[config.mk]
export PLATFORM = sky130hd
export DESIGN_NAME = alu16_op_sequencer
export DESIGN_NICKNAME = d
export VERILOG_FILES = /design/src/rtl/alu16_op_sequencer.sv
export SDC_FILE = /design/constraint.sdc
export NUM_CORES = 1
export LEC_CHECK = 0
export ABC_AREA = 1
export ABC_CLOCK_PERIOD_IN_PS = 2300
export CAP_MARGIN = 25
export CORE_ASPECT_RATIO = 1.5
export CORE_UTILIZATION = 44
export CTS_BUF_LIST = sky130_fd_sc_hd__clkbuf_4 sky130_fd_sc_hd__clkbuf_8 sky130_fd_sc_hd__clkbuf_16
export DETAILED_ROUTE_END_ITERATION = 10
export GPL_TIMING_DRIVEN = 0
export PLACE_DENSITY = 0.79
export SYNTH_ARGS = -nofsm -noshare
export SYNTH_HDL_FRONTEND = slang
export SYNTH_SLANG_ARGS = --single-unit
[constraint.sdc]
create_clock -name clk -period 2.3 [get_ports clk]
set_input_delay 0.345 -clock clk [delete_from_list [all_inputs] [get_ports clk]]
set_output_delay 0.345 -clock clk [all_outputs]
set_load 0.03 [all_outputs]
[src/rtl/alu16_op_sequencer.sv]
// alu16_op_sequencer: sequences one ALU operation (A, B, S loads over the shared T bus) per request and returns F/flags; optional SEQ_SKIP_B_EN skips the B load for unary opcodes
module alu16_op_sequencer #(
   parameter int WIDTH = 16
) (
   input  logic             clk,
   input  logic             rst,
   input  logic             req_valid,
   output logic             req_ready,
   input  logic [3:0]       req_op,
   input  logic [WIDTH-1:0] req_a,
   input  logic [WIDTH-1:0] req_b,
   output logic [WIDTH-1:0] alu_t,
   output logic [1:0]       alu_m,
   input  logic [WIDTH:0]   alu_f,
   input  logic             alu_c,
   input  logic             alu_z,
   input  logic             alu_n,
   input  logic             alu_ov,
   output logic             rsp_valid,
   input  logic             rsp_ready,
   output logic [WIDTH:0]   rsp_f,
   output logic             rsp_c,
   output logic             rsp_z,
   output logic             rsp_n,
   output logic             rsp_ov,
   output logic             rsp_illegal,
   output logic             busy
);
   typedef enum logic [2:0] {IDLE, LDA, LDB, LDS, S_WAIT, RESP} state_t;
   state_t state, state_nx;
   logic [3:0] op_q;
   logic [WIDTH-1:0] a_q, b_q;
   logic unary;
`ifdef SEQ_SKIP_B_EN
   assign unary = op_q == 4'd3 || op_q == 4'd4 || (op_q >= 4'd7 && op_q <= 4'd11);
`else
   assign unary = 1'b0;
`endif
   assign req_ready = state == IDLE;
   assign rsp_valid = state == RESP;
   assign busy      = state != IDLE;
   // state register; reset abandons any operation in flight
   always_ff @(posedge clk or posedge rst)
      if (rst) state <= IDLE;
      else     state <= state_nx;
   // next state and T/M drive; M rests at 10 outside the three load states
   always_comb begin
      state_nx = state;
      alu_m    = 2'b10;
      alu_t    = '0;
      case (state)
         IDLE:    state_nx = req_valid ? LDA : IDLE;
         LDA: begin
            alu_m    = 2'b00;
            alu_t    = a_q;
            state_nx = unary ? LDS : LDB;
         end
         LDB: begin
            alu_m    = 2'b01;
            alu_t    = b_q;
            state_nx = LDS;
         end
         LDS: begin
            alu_m    = 2'b11;
            alu_t    = {{(WIDTH-4){1'b0}}, op_q};
            state_nx = S_WAIT;
         end
         S_WAIT:  state_nx = RESP;
         RESP:    state_nx = rsp_ready ? IDLE : RESP;
         default: state_nx = IDLE;
      endcase
   end
   // request latch on accept, response capture on leaving the settle cycle
   always_ff @(posedge clk or posedge rst)
      if (rst) begin
         op_q        <= '0;
         a_q         <= '0;
         b_q         <= '0;
         rsp_f       <= '0;
         rsp_c       <= 1'b0;
         rsp_z       <= 1'b0;
         rsp_n       <= 1'b0;
         rsp_ov      <= 1'b0;
         rsp_illegal <= 1'b0;
      end else if (state == IDLE && req_valid) begin
         op_q <= req_op;
         a_q  <= req_a;
         b_q  <= req_b;
      end else if (state == S_WAIT) begin
         rsp_f       <= alu_f;
         rsp_c       <= alu_c;
         rsp_z       <= alu_z;
         rsp_n       <= alu_n;
         rsp_ov      <= alu_ov;
         rsp_illegal <= op_q == 4'd0 || op_q > 4'd11;
      end
endmodule

After elaboration in Yosys (flattened, before gate mapping)
Index checks and enable logic that the tools add are counted.
{"block": "totals", "regBits": 61, "output_inout_bits": 43}
{"block": "op_classes", "n_eq_ne": 5, "n_lt_le_gt_ge": 1, "n_reduce_logical": 6, "n_bitwise": 1, "mux": 5}
{"op": "$pmux W16 S3", "n": 1}
{"op": "$pmux W3 S6", "n": 1}
{"op": "$eq A3 B2 Y1 const B", "n": 2}
{"op": "$eq A3 B3 Y1 const B", "n": 2}
{"op": "$pmux W2 S3", "n": 1}
{"op": "$gt A4 B4 Y1 const B", "n": 1}
{"op": "$logic_not A4 Y1", "n": 1}
{"op": "$eq A3 B1 Y1 const B", "n": 1}
{"op": "$logic_not A3 Y1", "n": 1}
{"op": "$mux W3", "n": 1}
{"op": "$reduce_bool A3 Y1", "n": 1}
{"op": "$reduce_and A2 Y1", "n": 1}
{"op": "$logic_and A1 B1 Y1", "n": 1}
{"op": "$logic_or A1 B1 Y1", "n": 1}
{"op": "$mux W1", "n": 1}
{"op": "$not A1 Y1", "n": 1}

Depth between registers and ports, before layout
{"block": "depth", "word_depth": 4, "mapped_depth": 8, "ltp_nobuf": 6}

Worst setup path after synthesis
No wires, ideal clock.
{"block": "synth_timing", "kind": "reg2out", "start": "register state[2]", "end": "output alu_t[10]", "arrival_time_ns": 1.246, "t_required_ns": 1.955, "path_stages_with_launch": 7, "slack_ns": 0.709, "cell_sequence": "dfrtp_1 > inv_2 > nand2_1 > nor2_4 > buf_6 > nand2_1 > nand2_1"}
{"block": "synth_via", "elab_chain_cells": 2}
{"item": "start, declared", "line": "30", "source": "state_t state, state_nx;"}
{"item": "start signal, assigned", "line": "45", "source": "else state <= state_nx;"}
{"item": "$eq A3 B2 Y1 / $eq A3 B1 Y1 (equally long branches)", "line": "51", "source": "case (state)"}
{"item": "$pmux W16 S3 *", "line": "51"}
{"item": "end, declared", "line": "12", "source": "output logic [WIDTH-1:0] alu_t,"}
Mark *: on every way between the ends. The rest lies on a longest branch, timed or not.

Worst setup path in the final report
{"block": "layout_timing", "start": "register state[2]", "end": "output alu_t[0]"}
The elaborated chain is that of the path after synthesis.

==> summary.log <==
INFO  clock_tree     clock_tree.htree_level_count=3
INFO  global_route   grt_max_degree=38
INFO  power          power.ir.vdd_worst=0.0006833V
INFO  power          netSwitchingPower=2548uW
INFO  detailed_routing final_antenna_net_count=0
INFO  synth          netlist_top_cells_area=dfrtp_1 54%, nand2_1 25%, nand3_2 7.5%, nand3_1 3.7%, buf_2 2.0%
INFO  placed_design  dp_worst_setup_slack=0.003606ns
INFO  timing         final_max_slew_viol_count=0
INFO  placed_design  dp_hpwl=5302microns
INFO  global_route   first_global_vias=2,632
INFO  cells_and_area layout.nets=515
INFO  detailed_routing detailroute.via_count=2,592
INFO  cells_and_area n_antenna_cell=0
INFO  detailed_routing route.detailed.wl_per_inst=13.15microns
INFO  global_route   global_route.usage.total=23.13%
INFO  power          power.total=5661uW
INFO  synth          synth_area_leader_cell=dfrtp_1
INFO  clock_tree     clock_net_sink_count=61
INFO  floorplanning  ports=104
INFO  critical_path  crit_required=1.96ns
INFO  critical_path  max_stage_delay=0.45ns
INFO  global_route   grt_first_pass_wirelength=11,630microns
INFO  clock_tree     clk_pin_slew_worst_paths=0.06ns
INFO  detailed_routing route.detailed.vias_per_inst=4.891
INFO  placed_design  routability_driven_placement_congestion_ratio=0.8079
INFO  min_path       worst_hold_path_type=in2async
INFO  floorplanning  core_region_area=0.006175sqmm
INFO  critical_path  r2r_setup_slack=0.89ns
INFO  clock_tree     tritoncts.num_buffers=9
INFO  critical_path  criticalPathCategory=reg2out
INFO  cells_and_area layout_commonest_cell=nand2_1
INFO  clock_tree     clk_path_buf_depth=2
INFO  critical_path  worstReg2RegEnd=a_q[7]
INFO  floorplanning  initial_core_util=45.69%
INFO  synth          synth_top_cell_area_share=54.10%
INFO  critical_path  crit_path_frequent_cell=nand2_1
INFO  job            maxCapViolCount=0
INFO  global_route   grt_remaining_overflow=0
INFO  timing         max_clock_freq=450.4MHz
INFO  clock_tree     clock_latency=0.33ns
INFO  timing         setup_viol=0
INFO  critical_path  critical_path.endpoint_type=output port
INFO  synth          synthesis.area=0.002821sqmm
INFO  synth          avgSynthCellArea=8.372squm
INFO  synth          flops_latches_synth=61
INFO  power          power_frac_comb=53.1%
INFO  timing         unrepaired_setup_endpoints_after_global_routing=no
INFO  power          leakage=0.002099uW
INFO  floorplanning  die_x=67.38microns
INFO  synth          yosysUniqueCellTypes=19
INFO  floorplanning  dieHeight=100.1microns
INFO  critical_path  timing.critical_path.arrival=1.88ns
INFO  power          cellInternalPower=3113uW
INFO  floorplanning  dieArea=0.006743sqmm
INFO  detailed_routing drc_errors=0
INFO  placed_design  place.port_buffers=103
INFO  synth          synth-warning-count=0
INFO  timing         min_period=2.220ns
INFO  timing         max_slew_headroom=65.14%
INFO  critical_path  reg2regPathDepth=8
INFO  power          powerDensity=1389mW/mm^2
INFO  detailed_routing firstDrtPassIters=4
INFO  cells_and_area area_delta_synth_final=44.48%
INFO  timing         timing.clock.skew=0.007443ns
INFO  power          pwr-share-seq=33.4%
INFO  detailed_routing wl=6971microns
INFO  critical_path  critPathLaunch=state[2]
INFO  global_route   number_of_antenna_violations_at_the_first_check_in_global_routing=0
INFO  synth          yosysSeqAreaShare=54.10%
INFO  clock_tree     holdBufCountCts=0
INFO  power          pwr-share-clk=13.5%
INFO  synth          syn-instance-count=337
INFO  detailed_routing drt_iter0_drcs=91
INFO  outcome        run_status=completed
INFO  critical_path  reg2reg_from=state[0]
INFO  timing         layout_worst_path_cycle_share=96.53%
INFO  power          share_of_total_power_consumed_by_net_switching=45.01%
INFO  critical_path  critical_path.max_fanout=8
INFO  timing         worst_slew_pin_slew=0.5221ns
INFO  floorplanning  num_rows=35
INFO  timing         timing.final.hold_violations=0
INFO  cells_and_area most-common-layout-cells=191 x nand2_1, 84 x clkdlybuf4s50_1, 60 x dfrtp_1
INFO  critical_path  cp_cell_sequence=inv_2 > nand2_1 > nor2_4 > nand2_1 > nand3_1 > dlygate4sd2_1
INFO  synth          synth_nets=398
INFO  critical_path  start_kind=flip-flop
INFO  timing         post-route-worst-setup-slack=0.07983ns
INFO  critical_path  worst_path_max_delay_cell=dfrtp_2
INFO  clock_tree     ctsRootBufferMaster=clkbuf_8
INFO  clock_tree     cts_tree=built
INFO  cells_and_area post_route_cells_drive_above_1_share=16.45%
## kinds of logic (layout without fill, tap and decap cells)
logic type             Yosys count  count (layout)  synth area share (%)
AND/OR/NAND/NOR                247             247                 39.78
buffers and inverters           28             147                 5.853
AO/OA/AOI/OAI                    1               1                0.2662
flip-flops                      61              61                 54.10
## Yosys cell counts (all sizes together)
| master | number |
|---|---|
| clkbuf | 1 |
| nand3 | 42 |
| o211ai | 1 |
| nand4 | 2 |
| buf | 17 |
| nand2 | 192 |
| inv | 9 |
| nor3 | 1 |
| nor2 | 10 |
| dfrtp | 61 |
| clkinv | 1 |
## repair_timing
item,in CTS,in global routing
endpoints found under the hold margin,0,0
endpoints found under the setup margin,19,16
gates cloned,0,0
pin swaps,0,1
setup buffers,0,2
gates resized for setup,40,22
## layer usage
layer,vias to the layer above,share of wire (%),track usage [%]
li1,1280,-,-
met1,1199,41,26.23
met2,96,50,40.31
met3,17,6.1,4.432
met4,0,2.8,11.29
met5,-,0,0
## cell type report
| cell class | instances | area [sq um] |
|---|---|---|
| inverters | 10 | 38.79 |
| clock inverters | 3 | 15.01 |
| multi-input cells | 248 | 1130 |
| fillers | 560 | 2098 |
| clock buffers | 10 | 137.6 |
| plain buffers | 18 | 128.9 |
| repair buffers | 106 | 1006 |
| flip-flops and latches | 61 | 1528 |
| well taps | 74 | 92.59 |
## flip-flops by register name (all words and copies together) (netlist names)
register and flops:
a_q 16, b_q 16, op_q 4, rsp_c 1
rsp_f 17, rsp_illegal 1, rsp_n 1, rsp_ov 1
rsp_z 1, state 3
## worst max path at each step
stage                            to  slack [ns]  cells past startpoint
after global placement      b_q[13]       -0.64                      2
after CTS                 alu_t[11]        0.02                      7
final                      alu_t[0]        0.08                      6
after floorplan              a_q[0]        0.44                      1
after detailed placement   alu_t[4]       0.004                      7
after global routing       alu_m[1]        0.02                      6
## through the flow
step                std cells  hold slack [ns]  cell area, sq um  utilization [%]  TNS (ns)
floorplan                 337           0.4493              2821                -         0
global placement          514           0.4525              3945            63.89    -38.78
detailed placement        515           0.4571              3965            64.21         0
CTS                       528           0.3903              4121            66.75         0
global route              530           0.4232              4076            66.02         0
finish                    530           0.3746              4076            66.02         0
## critical path: cells and delay by family, from the launching register on
family	cells	cell delay [ns]
buffers and inverters	2	0.55
DFF	1	0.45
and+or+nand+nor	4	0.54
## power groups by stage
stage | clock network (uW) | logic (uW) | registers (uW)
2_1_floorplan | 0 | 1600 | 2220
3_3_place_gp | 0 | 3090 | 1880
3_5_place_dp | 0 | 3150 | 1900
4_1_cts | 783 | 3080 | 1890
5_1_grt | 825 | 3310 | 1950
6_report | 763 | 3010 | 1890
No activity file was read; power rests on OpenSTA's default activity.
